`config.mk`:
```
export PLATFORM = sky130hd
export DESIGN_NAME = bp_update_sched
export DESIGN_NICKNAME = d
export VERILOG_FILES = /design/src/rtl/bp_update_sched_pkg.sv /design/src/rtl/bp_update_sched_fifo.sv /design/src/rtl/bp_update_sched.sv
export SDC_FILE = /design/constraint.sdc
export NUM_CORES = 1
export LEC_CHECK = 0
export CORE_UTILIZATION = 55
export DETAILED_ROUTE_END_ITERATION = 8
export HOLD_SLACK_MARGIN = 0.15
export PLACE_DENSITY_LB_ADDON = 0.05
export SETUP_SLACK_MARGIN = 0.3
export SKIP_CTS_REPAIR_TIMING = 1
export SKIP_LAST_GASP = 1
export SYNTH_ARGS = -nofsm -noshare
export SYNTH_HDL_FRONTEND = slang
export SYNTH_SLANG_ARGS = --single-unit
export TNS_END_PERCENT = 20
```
`constraint.sdc`:
```
create_clock -name CLK -period 2.4 [get_ports CLK]
set_input_delay 0.36 -clock CLK [delete_from_list [all_inputs] [get_ports CLK]]
set_output_delay 0.36 -clock CLK [all_outputs]
set_load 0.01 [all_outputs]
```
`src/rtl/bp_update_sched_pkg.sv`:
```
// Shared types and constants for the branch predictor update scheduler.
// Entry packing, FSM encodings and the mispredict compare.
package bp_update_sched_pkg;

    localparam int PC_W    = 32;
    localparam int PRED_W  = 2;
    localparam int ENTRY_W = PC_W + PC_W + 1 + 1 + PRED_W + 1;

    localparam logic [1:0] BPU_IDLE    = 2'd0;
    localparam logic [1:0] BPU_RECOVER = 2'd1;
    localparam logic [1:0] BPU_DRAIN   = 2'd2;

    typedef struct packed {
        logic [PC_W-1:0]   pc;
        logic [PC_W-1:0]   target;
        logic              taken;
        logic              is_jump;
        logic [PRED_W-1:0] preds;
        logic              train_meta;
    } bpu_entry_t;

    function automatic logic is_mispred(
        input logic            valid,
        input logic            taken,
        input logic            pred_taken,
        input logic [PC_W-1:0] target,
        input logic [PC_W-1:0] pred_addr
    );
        return valid & ((taken != pred_taken) |
                        (taken & (target != pred_addr)));
    endfunction

endpackage

```
`src/rtl/bp_update_sched_fifo.sv`:
```
// Resolved-branch FIFO: DEPTH entries, extra pointer bit for full/empty.
// Storage is reset so the head reads zero while empty after reset.
module bp_update_fifo
    import bp_update_sched_pkg::*;
#(
    parameter int DEPTH = 4,
    parameter int PTR_W = 2
) (
    input  logic               CLK,
    input  logic               RESET,
    input  logic               push,
    input  logic [ENTRY_W-1:0] wdata,
    input  logic               pop,
    output logic [ENTRY_W-1:0] rdata,
    output logic               full,
    output logic               empty
);

    logic [ENTRY_W-1:0] mem [DEPTH];
    logic [PTR_W:0]     wptr;
    logic [PTR_W:0]     rptr;

    assign empty = (wptr == rptr);
    assign full  = (wptr[PTR_W] != rptr[PTR_W]) &&
                   (wptr[PTR_W-1:0] == rptr[PTR_W-1:0]);
    assign rdata = mem[rptr[PTR_W-1:0]];

    always_ff @(posedge CLK or negedge RESET) begin
        if (!RESET) begin
            wptr <= '0;
            rptr <= '0;
            for (int i = 0; i < DEPTH; i++) mem[i] <= '0;
        end else begin
            if (push && !full) begin
                mem[wptr[PTR_W-1:0]] <= wdata;
                wptr <= wptr + 1'b1;
            end
            if (pop && !empty) rptr <= rptr + 1'b1;
        end
    end

endmodule

```
`src/rtl/bp_update_sched.sv`:
```
// Predictor training scheduler: buffers resolved branches, issues one
// update per cycle, and on a mispredict redirects fetch and flushes.
module bp_update_sched
    import bp_update_sched_pkg::*;
#(
    parameter int DEPTH        = 4,
    parameter int FLUSH_CYCLES = 2,
    parameter int PTR_W        = 2
) (
    input  logic        CLK,
    input  logic        RESET,
    input  logic        Res_valid,
    input  logic [31:0] Res_pc,
    input  logic [31:0] Res_target,
    input  logic        Res_taken,
    input  logic        Res_is_jump,
    input  logic        Res_is_return,
    input  logic [1:0]  Res_preds,
    input  logic        Res_pred_taken,
    input  logic [31:0] Res_pred_addr,
    output logic        Res_ready,
    output logic        Upd_valid,
    input  logic        Upd_ready,
    output logic [31:0] Upd_pc,
    output logic [31:0] Upd_target,
    output logic        Upd_taken,
    output logic        Upd_train_dir,
    output logic        Upd_train_meta,
    output logic [1:0]  Upd_preds,
    output logic        Ras_repair,
    output logic        Redirect_valid,
    output logic [31:0] Redirect_addr,
    output logic        FLUSH
);

    localparam int CNT_W = (FLUSH_CYCLES > 1) ? $clog2(FLUSH_CYCLES) : 1;
    localparam logic [CNT_W-1:0] CNT_LOAD = CNT_W'(FLUSH_CYCLES - 1);

    logic [1:0]       state;
    logic [1:0]       state_nxt;
    logic [CNT_W-1:0] cnt;
    logic             full;
    logic             empty;
    logic             push;
    logic             pop;
    logic             mispred;
    logic             start_recover;
    bpu_entry_t       wr_entry;
    bpu_entry_t       head;

    assign mispred = is_mispred(Res_valid, Res_taken, Res_pred_taken,
                                Res_target, Res_pred_addr);

    assign Res_ready     = !full && (state != BPU_RECOVER);
    assign push          = Res_valid && Res_ready;
    assign start_recover = push && mispred;
    assign pop           = !empty && Upd_ready;

    always_comb begin
        wr_entry            = '0;
        wr_entry.pc         = Res_pc;
        wr_entry.target     = Res_target;
        wr_entry.taken      = Res_taken;
        wr_entry.is_jump    = Res_is_jump;
        wr_entry.preds      = Res_preds;
        wr_entry.train_meta = !Res_is_jump && (Res_preds[1] != Res_preds[0]);
    end

    bp_update_fifo #(
        .DEPTH (DEPTH),
        .PTR_W (PTR_W)
    ) u_fifo (
        .CLK   (CLK),
        .RESET (RESET),
        .push  (push),
        .wdata (wr_entry),
        .pop   (pop),
        .rdata (head),
        .full  (full),
        .empty (empty)
    );

    assign Upd_valid      = !empty;
    assign Upd_pc         = head.pc;
    assign Upd_target     = head.target;
    assign Upd_taken      = head.taken;
    assign Upd_train_dir  = !head.is_jump;
    assign Upd_train_meta = head.train_meta;
    assign Upd_preds      = head.preds;
    assign FLUSH          = (state == BPU_RECOVER);

    always_comb begin
        state_nxt = state;
        unique case (state)
            BPU_IDLE: begin
                if (start_recover) state_nxt = BPU_RECOVER;
            end
            BPU_RECOVER: begin
                if (cnt == '0) state_nxt = empty ? BPU_IDLE : BPU_DRAIN;
            end
            BPU_DRAIN: begin
                if (start_recover) state_nxt = BPU_RECOVER;
                else if (empty)    state_nxt = BPU_IDLE;
            end
            default: state_nxt = BPU_IDLE;
        endcase
    end

    always_ff @(posedge CLK or negedge RESET) begin
        if (!RESET) begin
            state          <= BPU_IDLE;
            cnt            <= '0;
            Redirect_valid <= 1'b0;
            Redirect_addr  <= '0;
            Ras_repair     <= 1'b0;
        end else begin
            state          <= state_nxt;
            Redirect_valid <= start_recover;
            Ras_repair     <= start_recover && Res_is_return;
            if (start_recover) begin
                Redirect_addr <= Res_target;
                cnt           <= CNT_LOAD;
            end else if (state == BPU_RECOVER && cnt != '0) begin
                cnt <= cnt - 1'b1;
            end
        end
    end

endmodule

```
==> summary.txt, run 1 <==
Status
  • Status: finished with violations
  • Failing checks: setup timing

Synth
  • Synth Warn #: 0
  • Cell Area, Synth: 14200 um^2
  • Yosys top cell by area: dfrtp_1
  • Ys async rst share: 100%
  • Mapped Nets: 939
  • Compound-cell area share of the yosys netlist: 0.448%
  • Avg Cell Area, Syn: 17.2 um^2
  • Post-Syn Instances: 828
  • Synth cell types: 35
  • Sequential area share after synthesis: 56.1%
  • Area contributors post-synth: dfrtp_1 (56%), mux2_2 (20%), mux4_2 (11%)
  • Post-Synth Simple-Gate Area: 1.34%
  • Synth Flop Type: dfrtp_1
  • Post-Synth Adder-Cell Area: 0.439%
  • FF+latch count, synth: 319
  • EDFF count, synth: 0
  • Largest family of logic cells by synthesized area: multiplexers
  • Top-area cell type share of the netlist area: 56.1%
  • Post-Synth XOR/XNOR Area: 2.46%
  • Mux contribution to synthesized area: 36.9%

Power and ir drop
  • Worst vdd ir: 0.000858 V
  • Tot Pwr: 27.9 mW
  • Sw Ratio: 30.4%
  • Gate power share: 47.1%
  • Clock share of power: 18.6%
  • Internal power: 19.4 mW
  • Reg power frac: 34.4%
  • P_sw: 8.48 mW
  • Leak pwr: 8.91 nW
  • PD cells: 1470 nW/um^2

Route
  • Routed length on met3: 1600 um
  • Post-route ant nets: 0
  • Met2 routed WL: 16400 um
  • Drt first pass iters: 4
  • DRC: 0
  • Total number of vias: 8335
  • Routed WL per cell: 22.4 um
  • WL met1: 14600 um
  • First DRT Iteration DRCs: 480
  • Top sig layer: met4
  • Routed WL: 33200 um
  • DR vias/cell: 5.61

Layout
  • Ant. Diodes: 0
  • Register Area: 7990 um^2
  • Finished Cell Area: 19000 um^2
  • Layout cells sized above 1: 51.5%
  • Nets@finish: 1246
  • Final Util: 75.2%
  • Filler Cell Count: 1574
  • Most frequent cells in the layout: dfrtp_1 (317), mux2_2 (252), clkdlybuf4s50_1 (112), buf_4 (70), mux4_2 (69)
  • Multi-input logic area: 6110 um^2
  • Most common cell after layout, fill and taps aside: dfrtp_1
  • Syn-to-layout area delta: 33.4%

Worst setup path
  • Crit path cell chain: buf_6 -> buf_12 -> clkbuf_16 -> mux4_2 -> buf_6
  • CP arrival: 2.05 ns
  • R2R depth: 7
  • R2R setup slack: 0.08 ns
  • FF-to-FF End: Redirect_addr[14]
  • Worst-path maximum fanout: 6
  • Crit path max-delay cell type: dfrtp_4
  • Startpoint Class: flop
  • CP peak stage delay: 0.52 ns
  • Worst setup path start: u_fifo.rptr[0]
  • CP dominant cell by count: buf_6
  • FF-to-FF Start: u_fifo.rptr[0]
  • Worst Setup End Kind: output port
  • Worst Path Required: 2.04 ns
  • Kind of critical path: reg -> out

STA
  • Final worst path period need: 2.41 ns
  • Sum of negative setup slack: -0.0386 ns
  • Fmax: 414 MHz
  • Endpoints failing setup: 6
  • Worst setup margin: -0.0139 ns
  • Fin. Hold Viols: 0
  • Tightest Pin Transition: 0.621 ns
  • Max Clock Skew: 0.00692 ns
  • Slew Viols, Final: 0
  • Fin crit share: 101%
  • RSZ-0062 raised after global routing: yes
  • Worst rel slew slack: 58.5%
  • Min Hold Slack: 0.281 ns

GRT
  • GRT Resource Usage Total: 24.5%
  • Antenna violations before repair: 0
  • Largest net degree at the start of global routing: 72
  • Grt ovf: 0
  • First-pass GRT wire length: 49600 um
  • Vias in the first global route: 8929

Clocking
  • CTS tree: yes
  • Clock Sinks: 319
  • Root Driver: clkbuf_16
  • Worst-path clk slew: 0.06 ns
  • Num CTS Buffers: 35
  • Latest clock arrival within the worst-skew pair: 0.50 ns
  • Max H-tree Level: 2
  • Clock buffer depth: 3

Floorplan
  • Chip height: 163 um
  • Die X-Extent: 163 um
  • Die area: 26500 um^2
  • Core area: 25300 um^2
  • I/O pins: 212
  • Initial core utilization: 56.4%
  • FP Rows: 58

Placement
  • Final GP Congestion: 0.748
  • Port Buffers: 211
  • Post-DP HPWL: 19500 um
  • Cell Area, Placed: 17200 um^2

Run
  • Max cap viols: 0

Hold path
  • Hold path start: Res_target[16]
  • Worst hold path stage count: 3
  • Hold EP: Redirect_addr[16]
  • Hold Path Class: in -> reg
-- worst max-delay path: cells and delay by family (launching register included) --
| kind | cells | cell delay, ns |
|---|---|---|
| mux | 1 | 0.45 |
| buf+inv | 4 | 0.59 |
| flops | 1 | 0.52 |
-- stage by stage --
stage | cells | worst slack [ns]
after floorplan | 828 | 0.310
after global placement | 1395 | -0.510
after detailed placement | 1395 | -0.545
after CTS | 1452 | -0.472
after global routing | 1485 | -0.0619
final | 1485 | -0.0139
-- logic make-up after synthesis --
kind of cell | after synthesis
muxes | 378
DFF | 319
buffers and inverters | 53
xor gates and xnor gates | 40
and+or+nand+nor | 26
AOI/OAI and AO/OA | 7
adders and majority gates | 5
-- final cells by class --
| type | instances | share of cell area [%] |
|---|---|---|
| multi-input cells | 459 | 32.2 |
| clock inverters | 5 | 0.283 |
| flip-flops and latches | 319 | 42.1 |
| clock buffers | 52 | 5.54 |
| repair buffers | 315 | 17.6 |
| well taps | 330 | 2.17 |
| inverters | 5 | 0.0988 |
-- worst max path at each step --
stage,to,slack [ns],depth (start not counted)
4_1_cts,Upd_target[13],-0.47,4
6_report,Upd_pc[9],-0.01,5
5_1_grt,Upd_pc[9],-0.06,5
3_3_place_gp,Redirect_addr[21],-0.51,8
2_1_floorplan,Redirect_addr[15],0.31,9
3_5_place_dp,Redirect_addr[22],-0.54,7
-- state kept, by name (all words and copies together), names as in the netlist --
signal	flops
u_fifo.mem	276
Redirect_addr	32
u_fifo.rptr	3
u_fifo.wptr	3
state	2
Ras_repair	1
Redirect_valid	1
cnt	1
-- power by group through the flow --
stage	registers (mW)	clock network [mW]	logic, mW
5_1_grt	9.89	5.49	13.9
3_3_place_gp	9.46	0	12.7
4_1_cts	9.51	5.29	13.0
2_1_floorplan	9.24	0	7.93
3_5_place_dp	9.54	0	12.9
6_report	9.58	5.18	13.1
-- metal layers --
layer  vias up  track usage (%)
met2       200             39.7
li1       3676                -
met5         -                0
met4         0             7.52
met3        49             4.71
met1      4410             33.6
-- synthesized netlist by cell type (2+ instances only) --
library cell / n
nand4_1: 2
inv_1: 5
buf_12: 2
dfrtp_1: 319
buf_6: 6
buf_2: 32
xnor2_1: 8
nand3_1: 2
mux2_2: 252
ha_1: 5
mux2_4: 57
xor2_1: 32
buf_8: 2
mux4_2: 69
nor4_1: 7
nand2_1: 3
clkbuf_1: 5
nand2_4: 3
Power figures use the tool's default switching activity.
==> inputs of run 2 (changes only) <==
--- a/config.mk
+++ b/config.mk
@@ -5,6 +5,7 @@
 export SDC_FILE = /design/constraint.sdc
 export NUM_CORES = 1
 export LEC_CHECK = 0
+export CORE_MARGIN = 2
 export CORE_UTILIZATION = 55
 export DETAILED_ROUTE_END_ITERATION = 8
 export HOLD_SLACK_MARGIN = 0.15
==> run 2 against run 1 <==
The flow now finishes without violations. Fmax rose by 2.4%. Non-clock buffer count fell by 7. Final cell count fell by 0.13%. Critical path depth fell by 1. Setup slack improved by 0.056 ns. Sequential share of layout area rose by 0.35 points. Sequential cell count did not move. Clock power rose by 3%. Highest routed layer is now met5.
==> summary.txt, run 2 (synthesized netlist as in run 1, its figures left out) <==
Status
  • Status: completed

Route
  • DRC: 0 (unchanged)
  • Routed length on met3: 1730 um (+8.4%)
  • DR vias/cell: 5.64 (+0.52%)
  • Routed WL: 33600 um (+1.0%)
  • Top sig layer: met5
  • Post-route ant nets: 0 (unchanged)
  • Drt first pass iters: 5 (+1)
  • WL met1: 14200 um (-2.7%)
  • Routed WL per cell: 22.6 um (+1.2%)
  • Total number of vias: 8367 (+0.38%)
  • First DRT Iteration DRCs: 355 (-26%)
  • Met2 routed WL: 17000 um (+4.0%)

Placement
  • Cell Area, Placed: 17300 um^2 (+0.25%)
  • Post-DP HPWL: 20200 um (+4.0%)
  • Placed Instances: 1394 (-0.072%)
  • Port Buffers: 211 (unchanged)
  • Final GP Congestion: 0.784 (+4.8%)

Clocking
  • CTS tree: yes
  • Num CTS Buffers: 36 (+2.9%)
  • Clock Sinks: 319 (unchanged)
  • Worst-path clk slew: 0.06 ns (about the same)
  • Clock buffer depth: 3 (unchanged)
  • Max H-tree Level: 2 (unchanged)
  • Root Driver: clkbuf_16
  • Latest clock arrival within the worst-skew pair: 0.51 ns (about the same)

STA
  • Tightest Pin Transition: 0.549 ns (-0.0721 ns)
  • Endpoints failing setup: 0 (-6)
  • Max Clock Skew: 0.0144 ns (+0.00751 ns)
  • Fmax: 424 MHz (+2.4%)
  • Slew Viols, Final: 0 (unchanged)
  • Fin crit share: 98.2% (-2.3 points)
  • Min Hold Slack: 0.305 ns (+0.0235 ns)
  • RSZ-0062 raised after global routing: yes
  • Final worst path period need: 2.36 ns (-0.0561 ns)
  • Worst rel slew slack: 63.3% (+4.8 points)
  • Fin. Hold Viols: 0 (unchanged)

Layout
  • Final Non-Filler Cells: 1483 (-0.13%)
  • Nets@finish: 1240 (-0.48%)
  • Filler Cell Count: 1623 (+3.1%)
  • Finished Cell Area: 18800 um^2 (-0.82%)
  • Biggest register: u_fifo.mem
  • Top Registers: u_fifo.mem x276, Redirect_addr x32
  • Max reg flops: 276 (unchanged)
  • Syn-to-layout area delta: 32.3%
  • Most common cell after layout, fill and taps aside: dfrtp_1
  • Most frequent cells in the layout: dfrtp_1 (317), mux2_2 (252), clkdlybuf4s50_1 (137), mux4_2 (69), mux2_4 (57)
  • Layout cells sized above 1: 53.4% (+1.9 points)

Floorplan
  • Chip height: 165 um (+1.2%)
  • Die area: 27200 um^2 (+2.5%)
  • Initial core utilization: 56.2% (-0.16 points)
  • FP Rows: 58 (unchanged)
  • Die X-Extent: 165 um (+1.2%)
  • I/O pins: 212 (unchanged)
  • Core area: 25300 um^2 (+0.29%)

Power and ir drop
  • Tot Pwr: 28.0 mW (+0.43%)
  • Worst vdd ir: 0.000865 V (+0.83%)
  • PD cells: 1490 nW/um^2 (+1.3%)
  • Leak pwr: 8.43 nW (-5.3%)

Worst setup path
  • Worst Path Required: 2.04 ns (about the same)
  • CP arrival: 2.00 ns (-0.05 ns)
  • Startpoint Class: flop
  • Worst-path maximum fanout: 8 (+2)
  • Kind of critical path: reg -> out
  • Worst Setup End Kind: output port

GRT
  • Vias in the first global route: 8868 (-0.68%)
  • Largest net degree at the start of global routing: 60 (-17%)
  • GRT Resource Usage Total: 24.0% (-0.51 points)
  • Antenna violations before repair: 2 (+2)
  • First-pass GRT wire length: 49600 um (about the same)
  • Grt ovf: 0 (unchanged)

Run
  • Max cap viols: 0 (unchanged)

Hold path
  • Hold Path Class: in -> reg
==> run 2: through the flow <==
stage               setup WS, ns  setup TNS (ns)  utilization (%)
floorplan                  0.310               0                -
global placement          -0.535          -18.57             68.1
detailed placement        -0.592          -20.58             68.1
CTS                       -0.472          -24.97             72.7
global route            -0.00511         -0.0113             74.4
finish                    0.0423               0             74.4
==> run 2: final timing paths <==
check                                     from         endpoint  slack (ns)  cells past startpoint
worst max-delay path            u_fifo.rptr[0]   Upd_target[29]        0.04                      4
worst min-delay path             Res_target[0]  u_fifo.mem[143]        0.30                      3
worst max register to register  u_fifo.rptr[0]  u_fifo.mem[246]        0.08                      8
worst min register to register  u_fifo.mem[11]   u_fifo.mem[11]        0.50                      1
max in group asynchronous                RESET   u_fifo.mem[27]        1.23                      4
min in group asynchronous                RESET  u_fifo.mem[249]        0.38                      2
==> run 2: routing by layer <==
layer	global-route usage, %	up-vias
met3	4.80	42
met2	40.0	222
met1	32.4	4418
met4	6.28	2
li1	-	3683
met5	0	-
==> run 2: critical path, stage by stage (launching register included) <==
cell and delay, ns:
dfrtp_4 0.47, buf_12 0.17, clkbuf_16 0.18, mux4_2 0.52, clkbuf_2 0.15
==> run 2: final cells by class <==
type / instances / area [um^2] / area share (%)
Tap cell: 330 / 413 / 2.19
Clock inverter: 7 / 62.6 / 0.332
Inverter: 5 / 18.8 / 0.0996
Antenna cell: 1 / 2.50 / 0.0133
Multi-Input combinational cell: 459 / 6060 / 32.2
Sequential cell: 319 / 7990 / 42.4
Clock buffer: 54 / 1100 / 5.84
Timing Repair Buffer: 308 / 3200 / 17.0
==> run 2: report_power, final <==
group | switching [mW] | total, mW | internal [mW]
registers | 1.44 | 9.61 | 8.17
clock network | 2.06 | 5.32 | 3.25
logic | 5.12 | 13.1 | 7.96
total | 8.62 | 28.0 | 19.4
